**src/rtl/io_tx.sv**
```systemverilog
// io_tx: FIFO-buffered serial transmitter (start, WORD_W data bits LSB first, stop).
// Define IO_TX_PARITY_EN to insert an even-parity bit between the data bits and the stop bit.
module io_tx #(
  parameter int WORD_W       = 8,
  parameter int DEPTH        = 4,
  parameter int CLKS_PER_BIT = 16
) (
  input  logic                       clock,
  input  logic                       n_reset,
  input  logic                       wr,
  input  logic [WORD_W-1:0]          wdata,
  output logic                       txd,
  output logic                       busy,
  output logic [$clog2(DEPTH+1)-1:0] level,
  output logic                       full,
  output logic                       overflow
);
  localparam int LW = $clog2(DEPTH+1);
  localparam int PW = $clog2(DEPTH);
  localparam int TW = $clog2(CLKS_PER_BIT);
  localparam int BW = WORD_W > 1 ? $clog2(WORD_W) : 1;

`ifdef IO_TX_PARITY_EN
  typedef enum logic [2:0] {S_IDLE, S_START, S_DATA, S_PARITY, S_STOP} state_t;
`else
  typedef enum logic [2:0] {S_IDLE, S_START, S_DATA, S_STOP} state_t;
`endif

  state_t            r_state;
  logic [TW-1:0]     r_timer;
  logic [BW-1:0]     r_bit;
  logic [WORD_W-1:0] r_shift;
  logic              r_txd;
`ifdef IO_TX_PARITY_EN
  logic              r_par;
`endif
  logic [WORD_W-1:0] r_mem [DEPTH];
  logic [PW-1:0]     r_wptr;
  logic [PW-1:0]     r_rptr;
  logic [LW-1:0]     r_level;
  logic              r_ovf;

  logic              w_last;
  logic              w_pop;
  logic              w_push;
  logic [WORD_W-1:0] w_head;

  // Pop happens from IDLE, or on the last STOP cycle so the next frame follows with no idle gap;
  // a push into a full FIFO is still accepted when a pop frees a slot on the same edge.
  always_comb begin
    w_last = r_timer == TW'(CLKS_PER_BIT-1);
    w_pop  = (r_level != '0) && (r_state == S_IDLE || (r_state == S_STOP && w_last));
    w_push = wr && (!full || w_pop);
    w_head = r_mem[r_rptr];
  end

  // FIFO storage; contents need no reset since level qualifies every read.
  always_ff @(posedge clock)
    if (w_push) r_mem[r_wptr] <= wdata;

  // FIFO pointers, occupancy and sticky overflow flag.
  always_ff @(posedge clock or negedge n_reset)
    if (!n_reset) begin
      r_wptr  <= '0;
      r_rptr  <= '0;
      r_level <= '0;
      r_ovf   <= 1'b0;
    end else begin
      r_wptr  <= w_push ? r_wptr + PW'(1) : r_wptr;
      r_rptr  <= w_pop ? r_rptr + PW'(1) : r_rptr;
      r_level <= r_level + LW'(w_push) - LW'(w_pop);
      r_ovf   <= r_ovf | (wr & ~w_push);
    end

  // Frame sequencer: bit timer, bit index, shift register and registered line output.
  always_ff @(posedge clock or negedge n_reset)
    if (!n_reset) begin
      r_state <= S_IDLE;
      r_timer <= '0;
      r_bit   <= '0;
      r_shift <= '0;
      r_txd   <= 1'b1;
`ifdef IO_TX_PARITY_EN
      r_par   <= 1'b0;
`endif
    end else begin
      r_timer <= (r_state == S_IDLE || w_last) ? '0 : r_timer + TW'(1);
      if (w_pop) begin
        r_state <= S_START;
        r_shift <= w_head;
        r_txd   <= 1'b0;
`ifdef IO_TX_PARITY_EN
        r_par   <= ^w_head;
`endif
      end else begin
        case (r_state)
          S_START:
            if (w_last) begin
              r_state <= S_DATA;
              r_bit   <= '0;
              r_txd   <= r_shift[0];
            end
          S_DATA:
            if (w_last) begin
              if (r_bit == BW'(WORD_W-1)) begin
`ifdef IO_TX_PARITY_EN
                r_state <= S_PARITY;
                r_txd   <= r_par;
`else
                r_state <= S_STOP;
                r_txd   <= 1'b1;
`endif
              end else begin
                r_bit   <= r_bit + BW'(1);
                r_shift <= r_shift >> 1;
                r_txd   <= r_shift[1];
              end
            end
`ifdef IO_TX_PARITY_EN
          S_PARITY:
            if (w_last) begin
              r_state <= S_STOP;
              r_txd   <= 1'b1;
            end
`endif
          S_STOP:
            if (w_last) r_state <= S_IDLE;
          default: begin
            r_state <= S_IDLE;
            r_txd   <= 1'b1;
          end
        endcase
      end
    end

  assign txd      = r_txd;
  assign busy     = r_state != S_IDLE;
  assign level    = r_level;
  assign full     = r_level == LW'(DEPTH);
  assign overflow = r_ovf;
endmodule

```
**config.mk**
```make
export PLATFORM = sky130hd
export DESIGN_NAME = io_tx
export DESIGN_NICKNAME = d
export VERILOG_FILES = /design/src/rtl/io_tx.sv
export SDC_FILE = /design/constraint.sdc
export NUM_CORES = 1
export LEC_CHECK = 0
export CORE_ASPECT_RATIO = 1.75
export CORE_MARGIN = 2
export CORE_UTILIZATION = 50
export CTS_CLUSTER_SIZE = 40
export DETAILED_ROUTE_END_ITERATION = 12
export PLACE_DENSITY = 0.69
export RECOVER_POWER = 25
export REMOVE_ABC_BUFFERS = 1
export SKIP_LAST_GASP = 1
export SYNTH_ARGS = -nofsm -noshare
export SYNTH_HDL_FRONTEND = slang
export SYNTH_SLANG_ARGS = --single-unit
```
**constraint.sdc**
```tcl
create_clock -name clock -period 2 [get_ports clock]
set_input_delay 0.3 -clock clock [delete_from_list [all_inputs] [get_ports clock]]
set_output_delay 0.3 -clock clock [all_outputs]
set_load 0.005 [all_outputs]
```
Word level (Yosys, flattened, before mapping). Memory sizes are Yosys's and may differ from the RTL's. Cells that the tools add are included.

Bits in registers: 27. Latch bits: 0. Memory bits (writable): 32. Memory bits (read-only): 0. Input port bits: 11. Output and inout bits: 7. Word-level logic and storage cells: 73. Memories: 1.

Add/sub/neg operators: 6. Multipliers: 0. Divide/modulo/power cells: 0. $lt $le $gt $ge: 0. Equality and inequality tests: 15. Shift operators: 0. Muxes and demuxes: 21. Bitwise logic cells: 4. Reduce and logical (&&, ||, !) cells: 17.

Memory list: r_mem (words 4, bits a word 8, read ports 1, clocked after Yosys merged registers in 0, write ports 1, line 37) `logic [WORD_W-1:0] r_mem [DEPTH];`.

Operators by type and width (count): 2-to-1 mux 8 bit (4); 2-to-1 mux 3 bit (7); inequality test 3 bit (second input constant) (4); inequality test 2 bit (second input constant) (5); one-hot mux 3 bit (3 select lines) (1); == test 3 x 2 -> 1 bit (second input constant) (2); == test 3 bit (second input constant) (2); 2-to-1 mux 1 bit (6); one-hot mux 3 bit (2 select lines) (1); AND reduction 3 bit (2); nonzero test 2 bit (3); nonzero test 3 bit (2); AND reduction 5 bit (1); adder 2 x 1 -> 2 bit (second input constant) (2); adder 4 x 1 -> 4 bit (second input constant) (1); == test 4 bit (second input constant) (1); 2-to-1 mux 4 bit (1); AND reduction 4 bit (1); adder 3 x 1 -> 3 bit (1); adder 3 x 1 -> 3 bit (second input constant) (1); == test 3 x 1 -> 1 bit (second input constant) (1); logical AND 1 bit (3); logical NOT 3 bit (1); logical OR 1 bit (3); 6 further kinds (7).

Logic depth before layout (Yosys ltp). Gate-level depths: netlist of the first run.

Word-level depth: 9. Depth in mapped cells: 10. Gate-level depth less buffers: 10.

Least setup slack after synthesis of the first run. No wires, ideal clock.

Path kind: register to register. From: reg r_state[0]. To: reg r_level[2] (netlist: level[2]). Setup time: 0.127 ns. Arrival: 1.985 ns. Required time: 1.873 ns. Slack: -0.112 ns. Cell stages (with the launch flop): 10. Buffers on the path: 0. Clock period less this slack: 2.112 ns. Cell sequence: dfrtp_1 -> ha_1 -> a41oi_4 -> nand2_1 -> o21ai_0 -> a21oi_1 -> ha_1 -> fa_1 -> xor2_1 -> xnor2_1.

Cells in the longest elaborated chain, start to end: 8. Elaborated cells on any way between the ends: 9. Those cells by class: add/sub (2); eq/ne (1); reduce/logical (6).

RTL lines: start: declaration (line 29) `state_t r_state;`; start signal: assignment (line 78) `r_state <= S_IDLE;`; start signal: assignment (line 89) `r_state <= S_START;`; start signal: assignment (line 99) `r_state <= S_DATA;`; == test 3 x 2 -> 1 bit (line 52) `w_pop = (r_level != '0) && (r_state == S_IDLE || (r_state == S_STOP && w_last));`; logical AND 1 bit (line 52); logical OR 1 bit * (line 52); logical AND 1 bit * (line 52); logical OR 1 bit (line 53) `w_push = wr && (!full || w_pop);`; logical AND 1 bit (line 53); adder 3 x 1 -> 3 bit (line 71) `r_level <= r_level + LW'(w_push) - LW'(w_pop);`; subtractor 3 x 1 -> 3 bit * (line 71); end signal: assignment (line 71); end: declaration (line 40) `logic [LW-1:0] r_level;`.

Every way passes the cells marked *; elsewhere a longest branch is shown, timed or not. A chain may end at the register's enable or synchronous reset.

Worst setup path in the final report of the first run.
From: reg r_state[1]. To: reg r_bit[1].

Cells in the longest elaborated chain, start to end: 6. Elaborated cells on any way between the ends: 14. Those cells by class: eq/ne (6); mux (1); bitwise (1); reduce/logical (6).

RTL lines: == test 3 x 2 -> 1 bit (line 52); logical AND 1 bit (line 52); logical OR 1 bit (line 52); logical AND 1 bit (line 52); NOT 1 bit (no line); AND reduction 5 bit (no line); end signal: assignment (line 114) `r_bit <= r_bit + BW'(1);`; end: declaration (line 31) `logic [BW-1:0] r_bit;`.

Several ways; a longest one is shown, not always the timed one.

==> impl_metrics.csv, run 1 <==
group,metric,value,unit
status,status,"finished, violations left",
status,violations,"negative setup slack",
power_and_ir_drop,power.leakage,0.00125,uW
power_and_ir_drop,peakVddDrop,816,uV
sta,fin_crit,2.06,ns
route,dr.pass1.iters,4,
sta,hold_viol,0,
sta,setup_slack,-0.0646,ns
power_and_ir_drop,swShare,27.2,%
power_and_ir_drop,intPower,2430,uW
clock_network,cts_tree,"done",
finish,final_layout_size_suffix_gt1_share,28.4,%
clock_network,cts-root-buf,"clkbuf_8",
synthesis,syn_inst,180,
finish,nNetsFinal,251,
place,io_buffer_count,17,
critical_path,slowest_delay,0.42,ns
finish,n_antenna_cell,0,
route,drt_iter0_drc,60,
grt,grt_pass1_wl,7990,microns
synthesis,ys_warn_count,0,
finish,fin_util,65.9,%
critical_path,crit_fanout,8,
route,ant_nets,0,
sta,finalClockSkew,0.00525,ns
hold_path,hold_class,"reg -> reg",
grt,grt_antenna_before_repair,0,
route,routed_wl,4830,microns
finish,layout_common_cells,"32 x edfxtp_1, 24 x dfrtp_1, 19 x buf_4, 17 x nand2_1, 15 x o21ai_0",
die,dieArea,0.00581,sq mm
synthesis,netlist-cell-type-count,39,
route,drc_errors,0,
critical_path,worstPathRequired,2.21,ns
job,drv_cap,0,
power_and_ir_drop,seq_power_share,47.7,%
die,die_height,99.4,microns
critical_path,critPathLaunchType,"flip-flop",
critical_path,critPathCaptureType,"flip-flop",
finish,fillers,359,
die,start_util,52.2,%
sta,max_freq,484,MHz
synthesis,syn-cell-area,0.00260,sq mm
grt,overflow,0,
finish,mostFrequentLayoutCell,"edfxtp_1",
power_and_ir_drop,combPwrFrac,20.0,%
grt,track_usage,19.2,%
clock_network,insertion_delay,0.33,ns
place,dp_hpwl,3500,microns
power_and_ir_drop,clkPwrFrac,32.3,%
route,vias,1590,
clock_network,hold_buffers,0,
place,gp_congestion,0.802,
critical_path,crit_type,"reg -> reg",
sta,post-route-period-util,103,%
critical_path,critPathArrivalTime,2.28,ns
clock_network,clock_path_buffers,2,
critical_path,crit_chain,"buf_4, buf_4, buf_4, ha_1, nor2_1, nor2_1, or3_1, o2bb2ai_1",
clock_network,clk_pin_slew,0.07,ns
die,fp-row-count,34,
synthesis,syn_avg_cell_area,14.4,sq um
sta,tightestPinTransition,1.38,ns
critical_path,reg2reg_depth,8,
critical_path,critical_path.slowest_cell,"dfrtp_1",
sta,slew_headroom,8.12,%
place,place_area,0.00301,sq mm
sta,finalSetupViolCount,3,
route,vias_per_cell,5.56,
route,wl_per_cell,16.9,microns
clock_network,cts_buffers,9,
sta,rsz0062_at_grt,"true",
die,core_region_area,0.00498,sq mm
sta,slew_violations,0,
critical_path,cpMostUsedCell,"buf_4",
die,ios,18,
finish,post-route-cell-area,0.00328,sq mm
finish,synthToLayoutAreaGrowth,26.1,%
power_and_ir_drop,p_sw,907,uW
synthesis,ys_ff_latch,58,
power_and_ir_drop,powerDensity,1020,mW/mm^2
hold_path,worst_hold_path.num_cells,1,
die,die_width,58.5,microns
clock_network,cts.sinks,58,
synthesis,yosysSeqAreaShare,62.1,%
grt,grt_pass1_vias,1737,
clock_network,htreeDepth,3,
grt,grt_max_degree,27,
## layer usage
| metal | share of wire (%) | track usage, % | vias up | wire length (microns) |
|---|---|---|---|---|
| met4 | 2.6 | 10.4 | 0 | 124 |
| li1 | - | - | 751 | - |
| met5 | 0 | 0 | - | 0 |
| met2 | 58 | 34.7 | 32 | 2780 |
| met3 | 3.0 | 5.07 | 12 | 145 |
| met1 | 37 | 19.0 | 795 | 1780 |
## kinds of logic after synthesis
logic type / count (synthesis) / synth area share, %
AOI/OAI and AO/OA: 28 / 7.70
xor gates and xnor gates: 7 / 2.36
adders and majority gates: 13 / 6.55
buffers and inverters: 13 / 2.31
DFF: 58 / 62.1
muxes: 17 / 10.4
and+or+nand+nor: 44 / 8.57
## path summary, 6_finish.rpt
kind	from	endpoint	slack, ns
max in group asynchronous	n_reset	level[1]	0.30
min in group asynchronous	n_reset	r_timer[2]	0.80
worst min register to register	overflow	overflow	0.49
worst max-delay path	r_state[1]	r_bit[1]	-0.06
worst max register to register	r_state[1]	r_bit[1]	-0.06
worst min-delay path	overflow	overflow	0.49
## metrics by stage
stage	hold slack, ns	TNS (ns)	std cells	setup slack [ns]	power (uW)
final	0.486	-0.148	286	-0.0646	3340
after floorplan	0.00441	-0.304	175	-0.266	1880
after detailed placement	0.479	-0.240	267	-0.240	2270
after CTS	0.339	0	285	0.00318	3350
after global routing	0.511	-0.528	286	-0.129	3490
after global placement	0.459	-0.0724	267	-0.0724	2200
## power groups by stage
stage / Combinational [uW] / Clock [uW] / Sequential (uW)
2_1_floorplan: 298 / 0 / 1580
3_3_place_gp: 612 / 0 / 1580
3_5_place_dp: 663 / 0 / 1610
4_1_cts: 672 / 1100 / 1580
5_1_grt: 734 / 1140 / 1610
6_report: 667 / 1080 / 1590
## cell usage after synthesis, drive strengths merged
| library cell | instances | area share, % |
|---|---|---|
| dfrtp | 25 | 24 |
| o221ai | 2 | 0.91 |
| nand2b | 1 | 0.24 |
| o21ai | 15 | 2.9 |
| ha | 12 | 5.8 |
| buf | 5 | 1.2 |
| and2 | 5 | 1.2 |
| nand4b | 1 | 0.34 |
| nor3 | 2 | 0.58 |
| xnor2 | 5 | 1.7 |
| nor2b | 1 | 0.24 |
| a2bb2oi | 1 | 0.34 |
| mux2 | 1 | 0.43 |
| o2bb2ai | 2 | 0.67 |
| a31o | 1 | 0.34 |
| dfstp | 1 | 1.0 |
| a311o | 1 | 0.39 |
| nor2 | 9 | 1.7 |
| xor2 | 2 | 0.67 |
| mux4 | 8 | 6.9 |
| and3 | 2 | 0.53 |
| a41oi | 1 | 1.1 |
| edfxtp | 32 | 37 |
| or3 | 2 | 0.48 |
| nand4 | 1 | 0.24 |
| mux2i | 8 | 3.1 |
| fa | 1 | 0.77 |
| inv | 8 | 1.2 |
| a21oi | 5 | 1.1 |
| nand2 | 17 | 2.5 |
| nand3 | 3 | 0.58 |
## worst max-delay path, delay by kind of cell (launching register included)
family                     cells  cell delay, ns
DFF                            1            0.42
buffers and inverters          3            0.39
adders and majority gates      1            0.28
and+or+nand+nor                3            0.71
AOI/OAI and AO/OA              1            0.14
## what timing repair did
action | 4_1_cts | 5_1_grt
hold endpoints to repair | 0 | 0
setup endpoints to repair | 2 | 3
resized for setup | 7 | 5
pin swaps | 2 | 0
setup buffers | 2 | 1
## state kept, by name, indices dropped and copies added, names as in the netlist
register and flops:
r_wptr 2, r_shift 8, r_timer 4, r_rptr 2, r_state 2, r_bit 3, level 3, r_mem 32
txd 1, overflow 1
## final cells by class
| class | instances | area [sq um] | share of cell area (%) |
|---|---|---|---|
| Clock buffer | 9 | 124 | 3.78 |
| Inverter | 8 | 30.0 | 0.916 |
| Timing Repair Buffer | 41 | 399 | 12.2 |
| Tap cell | 54 | 67.6 | 2.06 |
| Multi-Input combinational cell | 109 | 966 | 29.5 |
| Sequential cell | 58 | 1610 | 49.2 |
| Clock inverter | 7 | 77.6 | 2.37 |
No activity file was read; power rests on OpenSTA's default activity.
==> run 2: changes to the inputs <==
--- a/config.mk
+++ b/config.mk
@@ -5,6 +5,7 @@
 export SDC_FILE = /design/constraint.sdc
 export NUM_CORES = 1
 export LEC_CHECK = 0
+export CAP_MARGIN = 20
 export CORE_ASPECT_RATIO = 1.75
 export CORE_MARGIN = 2
 export CORE_UTILIZATION = 50
==> results of run 2 <==
No change in the layout: final DEF, timing and power equal those of run 1.
==> run 3: changes to the inputs <==
--- a/config.mk
+++ b/config.mk
@@ -8,10 +8,10 @@
 export CAP_MARGIN = 20
 export CORE_ASPECT_RATIO = 1.75
 export CORE_MARGIN = 2
-export CORE_UTILIZATION = 50
+export CORE_UTILIZATION = 24
 export CTS_CLUSTER_SIZE = 40
 export DETAILED_ROUTE_END_ITERATION = 12
-export PLACE_DENSITY = 0.69
+export PLACE_DENSITY = 0.38
 export RECOVER_POWER = 25
 export REMOVE_ABC_BUFFERS = 1
 export SKIP_LAST_GASP = 1
==> impl_metrics.csv, run 3 (same netlist as run 1, synthesis figures left out) <==
group,metric,value,unit
sta,max_freq,504,MHz
route,drc_errors,0,
hold_path,worstHoldStart,"overflow",
grt,overflow,0,
finish,fin_util,33.0,%
clock_network,cts_buffers,9,
place,gp_congestion,0.706,
finish,synthToLayoutAreaGrowth,35.0,%
die,die_width,82.7,microns
grt,grt_antenna_before_repair,0,
finish,final_layout_size_suffix_gt1_share,29.5,%
route,wl_per_cell,14.3,microns
job,drv_cap,0,
place,io_buffer_count,17,
clock_network,insertion_delay,0.32,ns
finish,largest_register_ffs,32,
clock_network,clk_pin_slew,0.05,ns
critical_path,crit_fanout,4,
finish,n_antenna_cell,0,
finish,regMostFlops,"r_mem",
clock_network,cts.sinks,58,
route,ant_nets,0,
sta,post-route-period-util,99.3,%
clock_network,cts_tree,"done",
hold_path,hold_class,"reg -> reg",
critical_path,critPathCaptureType,"flip-flop",
place,dp_hpwl,3810,microns
critical_path,r2r_start,"r_timer[0]",
critical_path,worstPathRequired,2.20,ns
sta,slew_violations,0,
sta,hold_viol,0,
critical_path,crit_family,"adder cells",
route,vias,1566,
grt,grt_pass1_vias,1659,
route,drt_iter0_drc,38,
sta,slew_headroom,53.5,%
grt,grt_pass1_wl,8600,microns
route,vias_per_cell,4.30,
finish,nNetsFinal,253,
power_and_ir_drop,peakVddDrop,476,uV
power_and_ir_drop,power.leakage,0.00133,uW
sta,rsz0062_at_grt,"true",
critical_path,critical_path.slowest_cell,"dfrtp_1",
sta,finalSetupViolCount,0,
clock_network,cts-root-buf,"clkbuf_16",
sta,hold_ws,0.477,ns
critical_path,cp_num_buf_inv,0,
critical_path,slowest_delay,0.38,ns
place,dp.cells,346,
die,ios,18,
die,dieArea,0.0117,sq mm
critical_path,cp-startpoint,"r_timer[0]",
die,fp-row-count,50,
status,status,"finished clean",
critical_path,crit_type,"reg -> reg",
critical_path,critPathArrivalTime,2.19,ns
critical_path,crit_chain,"ha_2, a41oi_4, nand2_1, o21ai_0, a21oi_1, ha_2, fa_2, xor2_2, xnor2_1",
place,pre_cts_slack,-0.162,ns
grt,track_usage,10.3,%
die,start_util,24.4,%
route,dr.pass1.iters,4,
finish,mostFrequentLayoutCell,"edfxtp_1",
critical_path,cpMostUsedCell,"ha_2",
die,die_height,142,microns
sta,tightestPinTransition,0.698,ns
grt,grt_max_degree,27,
sta,setup_slack,0.0139,ns
clock_network,htreeDepth,3,
sta,fin_crit,1.99,ns
finish,layout.cells.non_filler,364,
finish,top_regs,"r_mem x32, r_shift x8, r_timer x4",
finish,layout_common_cells,"32 x edfxtp_1, 24 x dfrtp_1, 21 x buf_4, 17 x nand2_1, 15 x o21ai_0",
power_and_ir_drop,powerDensity,1120,mW/mm^2
sta,finalClockSkew,0.00339,ns
route,routed_wl,5220,microns
die,core_region_area,0.0106,sq mm
critical_path,critPathLaunchType,"flip-flop",
finish,fillers,1064,
clock_network,clock_path_buffers,2,
run 3: timing repair:
action | CTS | global route
endpoints found under the setup margin | 2 | 3
buffers inserted | 1 | 1
gates resized for setup | 4 | 7
hold buffers | 0 | 0
pin swaps | 1 | 2
run 3: worst paths after layout:
| check | slack (ns) | cells past startpoint | endpoint |
|---|---|---|---|
| worst max-delay path | 0.01 | 9 | level[2] |
| worst min-delay path | 0.48 | 1 | overflow |
| worst max register to register | 0.01 | 9 | level[2] |
| worst min register to register | 0.48 | 1 | overflow |
| max in group asynchronous | 0.96 | 2 | level[1] |
| min in group asynchronous | 0.54 | 2 | r_timer[3] |
run 3: area by class of cell:
cell class              count  area, sq um  area share (%)
flip-flops and latches     58         1610            46.0
multi-input cells         109          958            27.3
repair buffers             43          415            11.8
clock buffers               9          225            6.42
well taps                 130          163            4.64
clock inverters             7          103            2.92
inverters                   8         30.0           0.856
run 3: power by group:
part	internal, uW	total [uW]	switching, uW
Sequential	1480	1590	111
Combinational	375	654	279
Clock	1100	1670	569
Total	2950	3910	959
run 3: metal layers:
metal	vias to the layer above	share of wire, %	global-route usage, %	routed length [microns]
li1	759	-	-	-
met1	776	39	11.4	2030
met2	22	55	17.2	2870
met3	9	3.4	2.74	176
met4	0	2.8	5.69	148
met5	-	0	0	0
run 3: per-stage QoR:
| stage | setup TNS, ns | cell area [sq um] | power [uW] |
|---|---|---|---|
| 2_1_floorplan | -0.304 | 2570 | 1880 |
| 3_3_place_gp | -0.140 | 3130 | 2260 |
| 3_5_place_dp | -0.162 | 3130 | 2250 |
| 4_1_cts | 0 | 3480 | 3970 |
| 5_1_grt | -0.0945 | 3510 | 4120 |
| 6_report | 0 | 3510 | 3910 |
